<file path="config.mk">
export PLATFORM = sky130hd
export DESIGN_NAME = add_char_clk_flat
export DESIGN_NICKNAME = d
export VERILOG_FILES = /design/src/rtl/add_char_clk_if.sv /design/src/rtl/add_char_clk.sv /design/src/flat_wrapper.sv
export SDC_FILE = /design/constraint.sdc
export NUM_CORES = 1
export LEC_CHECK = 0
export ABC_AREA = 1
export CAP_MARGIN = 20
export CORE_MARGIN = 10
export CORE_UTILIZATION = 45
export CTS_CLUSTER_SIZE = 12
export DETAILED_ROUTE_END_ITERATION = 8
export PLACE_DENSITY = 0.65
export SLEW_MARGIN = 25
export SYNTH_ARGS = -nofsm -noshare
export SYNTH_HDL_FRONTEND = slang
export SYNTH_SLANG_ARGS = --single-unit
</file>
<file path="constraint.sdc">
create_clock -name clk_i -period 3.6 [get_ports clk_i]
set_input_delay 0.72 -clock clk_i [delete_from_list [all_inputs] [get_ports clk_i]]
set_output_delay 0.72 -clock clk_i [all_outputs]
set_load 0.05 [all_outputs]
</file>
<file path="src/rtl/add_char_clk_if.sv">
// Sequencer-facing bus of the ADD/CHAR helper: start strobes and operands in,
// stop strobes, results and flags out.
interface add_char_clk_if;
  logic        add_start;
  logic [30:0] add_in1;
  logic [30:0] add_in2;
  logic        add_stop;
  logic [30:0] add_out;
  logic        add_overflow;
  logic        char_start;
  logic [29:0] char_in;
  logic        char_stop;
  logic [59:0] char_out;

  modport master (
    output add_start, add_in1, add_in2, char_start, char_in,
    input  add_stop, add_out, add_overflow, char_stop, char_out
  );

  modport slave (
    input  add_start, add_in1, add_in2, char_start, char_in,
    output add_stop, add_out, add_overflow, char_stop, char_out
  );
endinterface

</file>
<file path="src/rtl/add_char_clk.sv">
// MIX-1009 helper: reset stretcher with go pulse, single-cycle sign-magnitude
// ADD, and a 31-cycle double-dabble CHAR (binary -> ten character digits).
module add_char_clk #(
  parameter int unsigned RST_STRETCH = 16
) (
  input  logic          clk_i,
  input  logic          reset_i,
  output logic          sys_reset_o,
  output logic          go_o,
  add_char_clk_if.slave bus
);
  localparam int unsigned CW = (RST_STRETCH < 1) ? 1 : $clog2(RST_STRETCH + 1);
  localparam int unsigned NDIG = 10;

  // ---------------- reset stretcher ----------------
  logic [CW-1:0] rcnt_q, rcnt_d;
  logic          sysrst_q;

  always_comb begin
    rcnt_d = rcnt_q;
    if (rcnt_q != '0) rcnt_d = rcnt_q - CW'(1);
  end

  always_ff @(posedge clk_i) begin
    if (reset_i) begin
      rcnt_q   <= CW'(RST_STRETCH);
      sysrst_q <= 1'b1;
    end else begin
      rcnt_q   <= rcnt_d;
      sysrst_q <= sys_reset_o;
    end
  end

  assign sys_reset_o = reset_i | (rcnt_q != '0);
  // High only on the first low cycle after a high one.
  assign go_o        = sysrst_q & ~sys_reset_o;

  // ---------------- ADD ----------------
  logic        add_stop_q;
  logic [29:0] m1, m2, diff;
  logic [30:0] sum;
  logic        s1, s2, m1_ge;

  always_comb begin
    m1    = bus.add_in1[29:0];
    m2    = bus.add_in2[29:0];
    s1    = bus.add_in1[30];
    s2    = bus.add_in2[30];
    sum   = {1'b0, m1} + {1'b0, m2};
    m1_ge = (m1 >= m2);
    diff  = m1_ge ? (m1 - m2) : (m2 - m1);
    if (s1 == s2) begin
      bus.add_out      = {s1, sum[29:0]};
      bus.add_overflow = sum[30];
    end else begin
      // Ties keep in1's sign, giving -0 for (-x)+(+x).
      bus.add_out      = {m1_ge ? s1 : s2, diff};
      bus.add_overflow = 1'b0;
    end
  end

  always_ff @(posedge clk_i) begin
    if (reset_i) add_stop_q <= 1'b0;
    else         add_stop_q <= bus.add_start;
  end

  assign bus.add_stop = add_stop_q;

  // ---------------- CHAR ----------------
  typedef enum logic {C_IDLE, C_BUSY} cstate_e;

  cstate_e            cst_q, cst_d;
  logic [29:0]        sh_q, sh_d;
  logic [4*NDIG-1:0]  bcd_q, bcd_d, bcd_adj, bcd_nxt;
  logic [4:0]         it_q, it_d;
  logic [6*NDIG-1:0]  cout_q, cout_d, codes;
  logic               cstop_q, cstop_d;

  for (genvar g = 0; g < NDIG; g++) begin : g_dig
    assign bcd_adj[g*4 +: 4] = (bcd_q[g*4 +: 4] >= 4'd5) ? bcd_q[g*4 +: 4] + 4'd3
                                                         : bcd_q[g*4 +: 4];
    assign codes[g*6 +: 6]   = 6'd30 + {2'b00, bcd_nxt[g*4 +: 4]};
  end

  // Top adjusted bit falls off: 30-bit inputs never need an 11th digit.
  assign bcd_nxt = (4*NDIG)'({bcd_adj, sh_q[29]});

  always_comb begin
    cst_d   = cst_q;
    sh_d    = sh_q;
    bcd_d   = bcd_q;
    it_d    = it_q;
    cout_d  = cout_q;
    cstop_d = 1'b0;
    case (cst_q)
      C_IDLE: begin
        if (bus.char_start) begin
          sh_d  = bus.char_in;
          bcd_d = '0;
          it_d  = '0;
          cst_d = C_BUSY;
        end
      end
      C_BUSY: begin
        sh_d  = sh_q << 1;
        bcd_d = bcd_nxt;
        it_d  = it_q + 5'd1;
        if (it_q == 5'd29) begin
          cout_d  = codes;
          cstop_d = 1'b1;
          cst_d   = C_IDLE;
        end
      end
      default: cst_d = C_IDLE;
    endcase
  end

  always_ff @(posedge clk_i) begin
    if (reset_i) begin
      cst_q   <= C_IDLE;
      sh_q    <= '0;
      bcd_q   <= '0;
      it_q    <= '0;
      cout_q  <= '0;
      cstop_q <= 1'b0;
    end else begin
      cst_q   <= cst_d;
      sh_q    <= sh_d;
      bcd_q   <= bcd_d;
      it_q    <= it_d;
      cout_q  <= cout_d;
      cstop_q <= cstop_d;
    end
  end

  assign bus.char_stop = cstop_q;
  assign bus.char_out  = cout_q;
endmodule

</file>
<file path="src/flat_wrapper.sv">
// flat-port wrapper written by rule: the top's interface ports become plain ports
module add_char_clk_flat 
#(
  parameter int unsigned RST_STRETCH = 16
)
  (clk_i, reset_i, sys_reset_o, go_o, bus_add_start, bus_add_in1, bus_add_in2, bus_char_start, bus_char_in, bus_add_stop, bus_add_out, bus_add_overflow, bus_char_stop, bus_char_out);
  add_char_clk_if bus_i ();
  input  logic clk_i;
  input  logic reset_i;
  output logic sys_reset_o;
  output logic go_o;
  input wire logic [$bits(bus_i.add_start)-1:0] bus_add_start;
  input wire logic [$bits(bus_i.add_in1)-1:0] bus_add_in1;
  input wire logic [$bits(bus_i.add_in2)-1:0] bus_add_in2;
  input wire logic [$bits(bus_i.char_start)-1:0] bus_char_start;
  input wire logic [$bits(bus_i.char_in)-1:0] bus_char_in;
  output wire logic [$bits(bus_i.add_stop)-1:0] bus_add_stop;
  output wire logic [$bits(bus_i.add_out)-1:0] bus_add_out;
  output wire logic [$bits(bus_i.add_overflow)-1:0] bus_add_overflow;
  output wire logic [$bits(bus_i.char_stop)-1:0] bus_char_stop;
  output wire logic [$bits(bus_i.char_out)-1:0] bus_char_out;
  assign bus_i.add_start = bus_add_start;
  assign bus_i.add_in1 = bus_add_in1;
  assign bus_i.add_in2 = bus_add_in2;
  assign bus_i.char_start = bus_char_start;
  assign bus_i.char_in = bus_char_in;
  assign bus_add_stop = bus_i.add_stop;
  assign bus_add_out = bus_i.add_out;
  assign bus_add_overflow = bus_i.add_overflow;
  assign bus_char_stop = bus_i.char_stop;
  assign bus_char_out = bus_i.char_out;
  add_char_clk #(.RST_STRETCH(RST_STRETCH)) u_core (.clk_i(clk_i), .reset_i(reset_i), .sys_reset_o(sys_reset_o), .go_o(go_o), .bus(bus_i));
endmodule
</file>
==> flow_summary.toml, run 1 <==
[worst_setup_path]
crit_path_max_fanout = 5
ff2ff_path_depth = 12
worstPathRequired_ns = 2.88
cp-start-kind = "primary input"
crit_arrival_ns = 2.84
r2r_slack_ns = 1.28
criticalPathCategory = "in -> out"
critPathCaptureType = "output pin"

[hold_path]
hold_depth = 2
min_path_type = "reg -> reg"

[route]
firstDrtPassIters = 6
drt-initial-drc-count = 1211
antenna_left = 0
drc = 0
via_per_inst = 5.14
via_count = 16500
wl_per_cell_um = 16.6
routed_wl_mm = 53.3

[pwr]
p_total_uw = 6630
leakage_uw = 0.0102
ir_drop_mv = 0.297
power_density_nw_per_um2 = 322

[cts]
cts_max_level = 4
cts_tree = "built"
cts_hold_buf = 0
cts-root-buf = "clkbuf_16"
cts_sinks = 144
clk-insertion-delay-late_ns = 0.43
numCtsBuffers = 17
clk_pin_slew_ns = 0.06
clockBufferDepth = 2

[floorplanning]
die_area_um2 = 38600
coreArea_um2 = 30700
start_util_pct = 45.6
die_y_um = 196
die_x_um = 196
io_pins = 192
row_count = 64

[yosys]
synth_edf_count = 0
synth_fp_nets = 2562
ys_async_sr_fraction_pct = 0
synthFlopType = "dfxtp_1"
yosysWarnings = 0
synth_top_family_by_area = "simple AND/OR/NAND/NOR gates"
ys_seq_elements = 144
yosysSeqAreaShare_pct = 20.6
syn-cell-area_um2 = 14000
syn_inst = 2324
synth-xor-area-share_pct = 2.82
synthAdderAreaFrac_pct = 12.9
avgSynthCellArea_um2 = 6.02
synth_compound_area_share_pct = 11.4
synthDistinctLibCells = 51
synth-simple-area-share_pct = 37.4
synthMuxAreaShare_pct = 0

[sta]
fin_crit_sh_pct = 98.8
hold_viol_final = 0
period_needed_ns = 3.56
setup_viol = 0
slew-limit-headroom_pct = 33.1
fin_skew_ns = 0.0124
worst_slack_ns = 0.0420
drv_slew = 0
worst_pin_slew_ns = 1.00
rsz0062_at_grt = "true"
fmax_ghz = 0.281

[grt]
use_met3_pct = 4.28
grt_pass1_wl_mm = 84.6
use_met1_pct = 35.1
grt_pass1_vias = 16100
grt_busiest_layer = "met2"
antenna_found_initial = 1
use_met2_pct = 44.2
overflow = 0
grt_use_total_pct = 26.7
grt_max_degree = 96

[layout]
final_nets = 3043
drive_gt1_share_pct = 27.6
layout-area-overhead-vs-synth_pct = 47.2
fillers = 2811
design_area_um2 = 20600
fin_cells = 3215
post-route-util_pct = 67.2

[place]
dp_hpwl_mm = 42.7
numPortBuffers = 191
dpl_cell_area_um2 = 18800
dpl_worst_slack_ns = -0.512
place_congestion = 1.00
dp.cells = 3153

[run_status]
status = "finished clean"

[run]
max_cap_viol_count = 0
==> worst paths after layout <==
check,from,endpoint
worst max-delay path,bus_add_in1[1],bus_add_out[27]
worst min-delay path,u_core.rcnt_q[4]$_SDFFE_PP1P_,u_core.rcnt_q[4]$_SDFFE_PP1P_
worst max register to register,u_core.bcd_q[0]$_SDFFE_PP0P_,u_core.bus.char_out[3]$_SDFFE_PP0P_
worst min register to register,u_core.rcnt_q[4]$_SDFFE_PP1P_,u_core.rcnt_q[4]$_SDFFE_PP1P_
==> what timing repair did <==
item,CTS,global route
buffers inserted,18,11
pin swaps,56,61
gates cloned,1,0
gates resized for setup,251,187
setup endpoints to repair,31,30
endpoints found under the hold margin,0,0
==> worst max-delay path, stage by stage <==
cell             delay [ns]
clkdlybuf4s15_1        0.21
buf_6                  0.14
ha_4                   0.29
nand4_1                0.20
nor2_4                 0.23
nand4_4                0.13
nand3_4                0.18
buf_12                 0.13
buf_12                 0.10
nand3_1                0.07
nand2_1                0.07
nand2_1                0.05
nand2_2                0.14
buf_12                 0.15
==> where the power goes <==
group	leakage [uW]	switching, uW	internal, uW
Sequential	0.00117	25.3	1640
Combinational	0.00878	1790	1370
Clock	0.000291	747	1060
Total	0.0102	2560	4070
==> metrics by stage <==
step / TNS (ns) / hold slack (ns)
2_1_floorplan: 0 / 0.420
3_3_place_gp: -12.51 / 0.429
3_5_place_dp: -13.20 / 0.435
4_1_cts: 0 / 0.447
5_1_grt: -0.146 / 0.470
6_report: 0 / 0.445
==> flip-flops by register name (all words and copies together), names as in the netlist <==
signal and count:
u_core.bcd_q 40, u_core.sh_q 30, u_core.cst_q 1, u_core.rcnt_q 5
u_core.sysrst_q 1, u_core.bus.add_stop 1, u_core.bus.char_out 60, u_core.bus.char_stop 1
u_core.it_q 5
==> layout make-up <==
| type | count | area, um^2 | area share (%) |
|---|---|---|---|
| Inverter | 419 | 1580 | 7.66 |
| Clock buffer | 18 | 439 | 2.13 |
| Timing Repair Buffer | 545 | 4920 | 23.9 |
| Clock inverter | 14 | 171 | 0.832 |
| Sequential cell | 144 | 2880 | 14.0 |
| Tap cell | 396 | 495 | 2.40 |
| Antenna cell | 1 | 2.50 | 0.0121 |
| Multi-Input combinational cell | 1678 | 10100 | 49.1 |
==> layer usage <==
layer | share of wire, % | vias to the layer above
met5 | 0 | -
met4 | 2.5 | 0
met3 | 6.7 | 81
met2 | 46 | 553
met1 | 44 | 7643
li1 | - | 8238
==> synth_stat cells, drive strengths merged (14+ instances only) <==
library cell  count  share of area (%)
or2              19               0.85
xor2             41                2.6
buf              48                2.7
nand2           722                 20
ha              139                 12
nor2            151                4.5
a21oi           137                5.0
inv             415                 11
dfxtp           144                 21
nand4            29                1.3
o21ai           107                3.8
clkbuf           35               0.94
nand3           260                9.7
nor3             14               0.58
==> cells by family (layout without fill, tap and decap cells) <==
logic type / count (synthesis) / after routing
adder cells (fa/ha/maj): 142 / 142
AO/OA/AOI/OAI: 291 / 291
buffers and inverters: 502 / 996
XOR/XNOR: 45 / 45
other: 0 / 1
AND/OR/NAND/NOR: 1200 / 1200
flip-flops: 144 / 144
==> layout by cell type (no fill, tap or decap), types with 69 or more instances in the layout <==
master / instances
nand2_2: 69
ha_1: 107
nand2_1: 635
o21ai_0: 86
nor2_1: 106
dfxtp_1: 143
a21oi_1: 103
inv_1: 361
nand3_1: 231
buf_4: 335
clkdlybuf4s50_1: 97
Note: power is estimated with default switching activity, not from simulation.
==> inputs of run 2 (changes only) <==
--- a/config.mk
+++ b/config.mk
@@ -12,6 +12,7 @@
 export CTS_CLUSTER_SIZE = 12
 export DETAILED_ROUTE_END_ITERATION = 8
 export PLACE_DENSITY = 0.65
+export RECOVER_POWER = 100
 export SLEW_MARGIN = 25
 export SYNTH_ARGS = -nofsm -noshare
 export SYNTH_HDL_FRONTEND = slang
==> run 2 against run 1 <==
  * The run now ends with capacitance limit, slew limit left
  * Die area stayed put
  * Cell count stayed put
  * Highest routed layer unchanged
  * Register-to-register slack worse by 0.84 ns
  * Hold slack hardly changed
  * Sequential power hardly changed
  * Critical path type unchanged
  * Maximum frequency is 0.12% lower
==> flow_summary.toml, run 2 (synthesis results as in run 1) <==
[route]
drc = 0
routed_wl_mm = 53.3
via_per_inst = 5.13
via_count = 16500
firstDrtPassIters = 5
antenna_left = 0
drt-initial-drc-count = 1186
wl_per_cell_um = 16.6

[place]
dp.cells = 3153
numPortBuffers = 191
place_congestion = 1.00
dpl_worst_slack_ns = -0.512
dp_hpwl_mm = 42.7

[worst_setup_path]
cp-start-kind = "primary input"
worstPathRequired_ns = 2.88
crit_path_max_fanout = 5
crit_start = "bus_add_in1[1]"
critPathCaptureType = "output pin"
criticalPathCategory = "in -> out"
crit_arrival_ns = 2.84
reg2reg_from = "u_core.cst_q$_SDFF_PP0_"

[sta]
rsz0062_at_grt = "true"
fin_crit_sh_pct = 98.9
drv_slew = 96
slew-limit-headroom_pct = -30.6
fin_hold_ws_ns = 0.445
fmax_ghz = 0.281
hold_viol_final = 0
fin_skew_ns = 0.0126
worst_pin_slew_ns = 1.96
worst_slack_ns = 0.0379
period_needed_ns = 3.56
setup_viol = 0

[hold_path]
min_path_type = "reg -> reg"
hold_start = "u_core.rcnt_q[4]$_SDFFE_PP1P_"

[layout]
final_nets = 3043
layout-area-overhead-vs-synth_pct = 46.4
seq_area_um2 = 2880
fin_cells = 3215
final_common_cell = "nand2_1"
final_cell_mix = "nand2_1 (635), inv_1 (361), buf_4 (331), nand3_1 (231), dfxtp_1 (144)"
largest_reg_flops = 60
multiInputGateArea_um2 = 10100
post-route-util_pct = 66.8
fillers = 2826
drive_gt1_share_pct = 27.3

[run_status]
status = "finished, violations left"
violations = "capacitance limit, slew limit"

[pwr]
power_density_nw_per_um2 = 321
leakage_uw = 0.0104
p_total_uw = 6580
ir_drop_mv = 0.318

[grt]
grt_use_total_pct = 26.7
grt_max_degree = 96
grt_pass1_wl_mm = 84.6
grt_pass1_vias = 16100
overflow = 0
antenna_found_initial = 1

[cts]
cts_sinks = 144
clockBufferDepth = 2
cts_hold_buf = 0
cts-root-buf = "clkbuf_16"
clk-insertion-delay-late_ns = 0.43
cts_tree = "built"
cts_max_level = 4
numCtsBuffers = 17
clk_pin_slew_ns = 0.06

[floorplanning]
die_x_um = 196
coreArea_um2 = 30700
die_area_um2 = 38600
start_util_pct = 45.6
io_pins = 192
row_count = 64
die_y_um = 196

[run]
max_cap_viol_count = 1
==> run 2: cell types whose count changed in the layout (fill, tap and decap cells not counted) <==
cell / previous run / this run
clkbuf_1: 0 / 5
clkbuf_4: 0 / 2
dfxtp_1: 143 / 144
clkinv_1: 2 / 3
buf_6: 8 / 9
inv_2: 53 / 52
buf_4: 335 / 331
dfxtp_2: 1 / 0
dlygate4sd3_1: 0 / 64
clkdlybuf4s50_1: 97 / 33
clkbuf_2: 24 / 27
buf_12: 45 / 38
==> run 2: final timing paths <==
check                                                      to  cells past startpoint  slack, ns
worst min-delay path            u_core.rcnt_q[4]$_SDFFE_PP1P_                      2       0.45
worst max-delay path                          bus_add_out[27]                     14       0.04
worst max register to register   u_core.sh_q[29]$_SDFFE_PP0P_                      7       0.44
worst min register to register  u_core.rcnt_q[4]$_SDFFE_PP1P_                      2       0.45
==> run 2: layout make-up <==
cell class,count,share of cell area (%)
Clock buffer,18,2.14
Timing Repair Buffer,545,23.5
Clock inverter,14,0.836
Tap cell,396,2.42
Multi-Input combinational cell,1678,49.4
Antenna cell,1,0.0122
Sequential cell,144,14.1
Inverter,419,7.70
==> run 2: metrics by stage <==
| stage | instance area, um^2 | TNS, ns |
|---|---|---|
| after floorplan | 14000 | 0 |
| after global placement | 18800 | -12.51 |
| after detailed placement | 18800 | -13.20 |
| after CTS | 20200 | 0 |
| after global routing | 20500 | -0.147 |
| final | 20500 | 0 |
==> run 2: routing by layer <==
| layer | track usage [%] | vias up | routed length (um) | share of wire, % |
|---|---|---|---|---|
| met4 | 7.55 | 0 | 1380 | 2.6 |
| li1 | - | 8232 | - | - |
| met2 | 44.2 | 558 | 24600 | 46 |
| met5 | 0 | - | 0 | 0 |
| met1 | 35.1 | 7630 | 23600 | 44 |
| met3 | 4.28 | 81 | 3580 | 6.7 |
==> run 2: worst max-delay path, stage by stage <==
cell and delay (ns):
clkdlybuf4s15_1 0.21, buf_6 0.14, ha_4 0.29, nand4_1 0.21, nor2_4 0.22, nand4_4 0.13
nand3_4 0.18, buf_12 0.13, buf_12 0.10, nand3_1 0.07, nand2_1 0.07, nand2_1 0.05
nand2_2 0.14, buf_12 0.15
==> run 2: repair_timing <==
action	in CTS	in global routing
buffers inserted	18	11
pin swaps	56	61
endpoints found under the setup margin	31	30
resized for setup	251	187
gates cloned	1	0
==> run 2: where the power goes <==
group          leakage, uW  internal (uW)  switching, uW  total (uW)
combinational      0.00895           1320           1780        3100
sequential         0.00117           1640           25.4        1670
clock             0.000291           1060            748        1810
total               0.0104           4030           2550        6580
